**src/rtl/elbeth_mux_n_to_1_reg.sv**
```systemverilog
// -----------------------------------------------------------------------------
// elbeth_mux_n_to_1_reg
//
// N-input, W-bit multiplexer with a one-entry registered output stage. Several
// producers share one consumer: a channel is chosen either by an external
// select (MODE 0) or by round-robin arbitration (MODE 1). The chosen word is
// held in the output register until downstream takes it.
//
// Handshake: a word moves across any port on a rising edge where valid and
// ready are both 1 in the cycle before that edge. Producers must hold their
// valid and data steady until they see ready. The output register accepts a new
// word whenever it is empty or is being drained in the same cycle, so a
// continuous stream flows with no bubbles.
//
// Ports:
//   clk        rising-edge clock
//   rst_n      asynchronous active-low reset
//   in_data    flattened input words, channel i at [i*DATA_W +: DATA_W]
//   in_valid   per-channel valid
//   in_ready   per-channel ready, at most one bit set
//   sel        channel select (MODE 0 only)
//   out_data   registered selected word
//   out_chan   index of the channel that supplied out_data
//   out_valid  output register holds a word
//   out_ready  downstream accepts the word
// -----------------------------------------------------------------------------
module elbeth_mux_n_to_1_reg #(
    parameter int  DATA_W = 4,
    parameter int  N_IN   = 2,
    parameter int  MODE   = 0,
    localparam int SEL_W  = (N_IN > 2) ? $clog2(N_IN) : 1
) (
    input  logic                   clk,
    input  logic                   rst_n,
    input  logic [N_IN*DATA_W-1:0] in_data,
    input  logic [N_IN-1:0]        in_valid,
    output logic [N_IN-1:0]        in_ready,
    input  logic [SEL_W-1:0]       sel,
    output logic [DATA_W-1:0]      out_data,
    output logic [SEL_W-1:0]       out_chan,
    output logic                   out_valid,
    input  logic                   out_ready
);

    // One extra bit so rr_ptr + offset can be reduced modulo N_IN without overflow.
    localparam logic [SEL_W:0]   N_IN_EXT = (SEL_W + 1)'(N_IN);
    localparam logic [SEL_W-1:0] LAST_IDX = SEL_W'(N_IN - 1);

    logic              can_accept;
    logic              grant_any;
    logic [SEL_W-1:0]  grant_idx;
    logic              xfer;
    logic [DATA_W-1:0] xfer_word;
    logic [SEL_W-1:0]  rr_ptr;
    logic [SEL_W-1:0]  rr_next;

    // The register can take a word when it is empty or is emptying this cycle.
    assign can_accept = !out_valid || out_ready;

    // Grant selection: yields a single granted index plus a flag.
    always_comb begin : grant_select
        logic [SEL_W:0] cand;
        grant_any = 1'b0;
        grant_idx = '0;
        cand      = '0;
        if (MODE == 0) begin
            // An out-of-range select matches no channel and so grants nothing.
            for (int i = 0; i < N_IN; i++) begin
                if (sel == SEL_W'(i) && in_valid[i]) begin
                    grant_any = 1'b1;
                    grant_idx = SEL_W'(i);
                end
            end
        end else begin
            // Walk the search order rr_ptr, rr_ptr+1, ... backwards so that the
            // earliest valid candidate is the last one written and wins.
            for (int k = N_IN - 1; k >= 0; k--) begin
                cand = {1'b0, rr_ptr} + (SEL_W + 1)'(k);
                if (cand >= N_IN_EXT) begin
                    cand = cand - N_IN_EXT;
                end
                if (in_valid[cand[SEL_W-1:0]]) begin
                    grant_any = 1'b1;
                    grant_idx = cand[SEL_W-1:0];
                end
            end
        end
    end

    // Ready generation. In MODE 0 ready follows sel alone and ignores in_valid.
    // In MODE 1 ready marks the granted channel. Both are forced low in reset.
    always_comb begin : ready_gen
        in_ready = '0;
        for (int i = 0; i < N_IN; i++) begin
            if (MODE == 0) begin
                in_ready[i] = rst_n && can_accept && (sel == SEL_W'(i));
            end else begin
                in_ready[i] = rst_n && can_accept && grant_any && (grant_idx == SEL_W'(i));
            end
        end
    end

    // A grant is only raised for a valid channel, so grant plus ready is a transfer.
    assign xfer = rst_n && can_accept && grant_any;

    always_comb begin : word_select
        xfer_word = '0;
        for (int i = 0; i < N_IN; i++) begin
            if (grant_idx == SEL_W'(i)) begin
                xfer_word = in_data[i*DATA_W +: DATA_W];
            end
        end
    end

    // Next pointer is one past the granted channel, wrapping N_IN-1 back to 0.
    assign rr_next = (grant_idx == LAST_IDX) ? '0 : grant_idx + SEL_W'(1);

    always_ff @(posedge clk or negedge rst_n) begin
        if (!rst_n) begin
            out_valid <= 1'b0;
            out_data  <= '0;
            out_chan  <= '0;
            rr_ptr    <= '0;
        end else if (xfer) begin
            // Covers both a load into an empty register and load-while-draining.
            out_valid <= 1'b1;
            out_data  <= xfer_word;
            out_chan  <= grant_idx;
            if (MODE != 0) begin
                rr_ptr <= rr_next;
            end
        end else if (out_valid && out_ready) begin
            // Drain only: data and channel keep their last values.
            out_valid <= 1'b0;
        end
    end

endmodule

```
**config.mk**
```make
export PLATFORM = sky130hd
export DESIGN_NAME = elbeth_mux_n_to_1_reg
export DESIGN_NICKNAME = d
export VERILOG_FILES = /design/src/rtl/elbeth_mux_n_to_1_reg.sv
export SDC_FILE = /design/constraint.sdc
export NUM_CORES = 1
export LEC_CHECK = 0
export CORE_AREA = 2 2 39 41
export DETAILED_ROUTE_END_ITERATION = 10
export DIE_AREA = 0 0 41 43
export HOLD_SLACK_MARGIN = 0.02
export PLACE_DENSITY = 0.69
export RECOVER_POWER = 25
export SYNTH_ARGS = -nofsm -noshare
export SYNTH_HDL_FRONTEND = slang
export SYNTH_SLANG_ARGS = --single-unit
```
**constraint.sdc**
```tcl
create_clock -name clk -period 1.7 [get_ports clk]
set_input_delay 0.255 -clock clk [delete_from_list [all_inputs] [get_ports clk]]
set_output_delay 0.255 -clock clk [all_outputs]
set_load 0.005 [all_outputs]
```
==> impl_metrics.tcl <==
set metrics [dict create \
    rsz0062_at_grt "false" \
    postCtsResizedCells 4 \
    h-tree-depth 1 \
    grt_pass1_vias 320 \
    instances_no_fill 67 \
    grt_pass1_wl_um 1250 \
    leakage_nw 0.272 \
    worstReg2RegStart "out_valid" \
    placed_cells 64 \
    overflow 0 \
    clk_path_buf_depth 2 \
    grt_max_degree 10 \
    synthCells 26 \
    highest_layer "met4" \
    grt_antenna_before_repair 0 \
    hp-class "in2async" \
    synth_cell_type_count 13 \
    cts_tree "built" \
    cts_sinks 6 \
    fin_skew_ps 1.81 \
    maxCapViolCount 0 \
    area.growth.synth_to_final_pct 74.3 \
    dieArea_um2 1760 \
    layout_common_cells "17 x clkdlybuf4s50_1, 6 x dfrtp_1, 4 x mux2_4, 4 x mux2_2" \
    wirelength_um 723 \
    ys_ff_latch 6 \
    netlist_area_um2 350 \
    finalCritPeriodShare 0.901 \
    port_buffers 21 \
    drv_slew 0 \
    syn_nets 40 \
    dp_hpwl_um 560 \
    core_um2 1380 \
    critPathMaxFanout 3 \
    route.detailed.drc 0 \
    max_freq_ghz 0.653 \
    crit_path_max_incr_delay_ps 570 \
    power.density_nw_per_um2 794 \
    hold_viol 0 \
    outcome "completed" \
    numCtsBuffers 3 \
    wirelength_met1_um 291 \
    io_pins 22 \
    start_util 0.253 \
    num_vias 294 \
    setup_viol 0 \
    groute.usage.overall 0.110 \
    drive_above_1_share 0.353 \
    max-vdd-ir-drop_mv 0.264 \
    fp.dieH_um 43 \
    drtIter0Drc 1 \
    pre_cts_ws_ps -51.4 \
    clk_pin_slew_worst_paths_ps 50 \
    cp-end-kind "primary output" \
    clockRootBuffer "clkbuf_4" \
    crit_path_start_kind "input port" \
    cp.required_ps 1440 \
    ys_warn_count 0 \
    crit_type "in2out" \
    hold_buffers 0 \
    ant_nets 0 \
    via_per_inst 4.39 \
    r2r-end "out_data[3]" \
    cp_cell_sequence "dlygate4sd3_1 > and3_2 > dlygate4sd2_1" \
    finalWorstSetupSlack_ps 169 \
    first_pass_iters 2 \
    period_needed_ps 1530 \
    postCtsSetupRepairBufs 0 \
    final_nets 67 \
    tightest_slew_ps 225 \
    die_w_um 41 \
    finalWeightedCongestion 0.598 \
    ys_seq_area_frac 0.429 \
    wl_per_cell_um 10.8 \
    ff2ff_path_depth 4 \
    arrival_ps 1280 \
    wl_met2_um 345 \
    syn_area_per_cell_um2 13.5 \
    antenna_cells 0 \
    slowest_stage "dlygate4sd3_1" \
    reg2reg_setup_slack_ps 520 \
    maxSlewHeadroom 0.850 \
    placementRows 14 \
    route.met3.wl_um 72 \
    final_common_cell "clkdlybuf4s50_1" \
    clock_latency_ps 240 \
]
[report_power, final]
part	internal, mW	switching [mW]
clock network	0.0797	0.0491
logic	0.121	0.0468
registers	0.172	0.0164
total	0.372	0.112
[per-stage QoR]
step           hold WS (ps)   util  setup TNS (ps)  instance area, µm²  total power [mW]
2_1_floorplan         -40.6      -               0                 350             0.252
3_3_place_gp            490  0.422            -176                 584             0.357
3_5_place_dp            501  0.422            -281                 584             0.361
4_1_cts                 369  0.441               0                 611             0.495
5_1_grt                 458  0.441               0                 611             0.520
6_report                441  0.441               0                 611             0.485
[cell usage after synthesis]
library cell	count	share of area
and2_4	1	0.025
a31oi_1	1	0.018
o211ai_4	1	0.061
nand2b_1	1	0.018
mux2_4	4	0.17
buf_6	1	0.032
nor2_1	2	0.021
dfrtp_1	6	0.43
a311oi_1	1	0.025
and2b_4	1	0.029
nand2_1	2	0.021
mux2_2	4	0.13
and3_2	1	0.021
[worst max path at each step]
stage / endpoint / slack (ps) / depth (start not counted) / startpoint
after global routing: in_ready[1] / 140 / 3 / rst_n
final: in_ready[1] / 170 / 3 / rst_n
after CTS: in_ready[1] / 190 / 4 / out_ready
after global placement: in_ready[1] / -40 / 4 / out_ready
after detailed placement: out_data[3] / -50 / 4 / sel
after floorplan: out_data[0] / 490 / 4 / sel
[cell families after synthesis]
| family | after synthesis | share of synthesized area |
|---|---|---|
| mux | 8 | 0.300 |
| buf+inv | 1 | 0.0321 |
| flops | 6 | 0.429 |
| simple gates | 8 | 0.136 |
| compound gates | 3 | 0.104 |
[routing by layer]
layer	global-route usage	up-vias
met4	0.0600	0
met3	0.0524	2
met2	0.172	14
met5	0	-
li1	-	144
met1	0.115	134
[worst max-delay path: cells and delay by family]
kind | cells | cell delay, ps
and+or+nand+nor | 1 | 200
buffers and inverters | 2 | 820
[registers in the layout (all words and copies together), names as in the netlist]
| signal | count |
|---|---|
| out_data | 4 |
| out_chan | 1 |
| out_valid | 1 |
[final cells by class]
cell class                      instances  area [µm²]
Sequential cell                         6         150
Clock buffer                            3        22.5
Tap cell                               16        20.0
Fill cell                             144         773
Multi-Input combinational cell         19         196
Timing Repair Buffer                   23         221
Note: power is estimated with default switching activity, not from simulation.
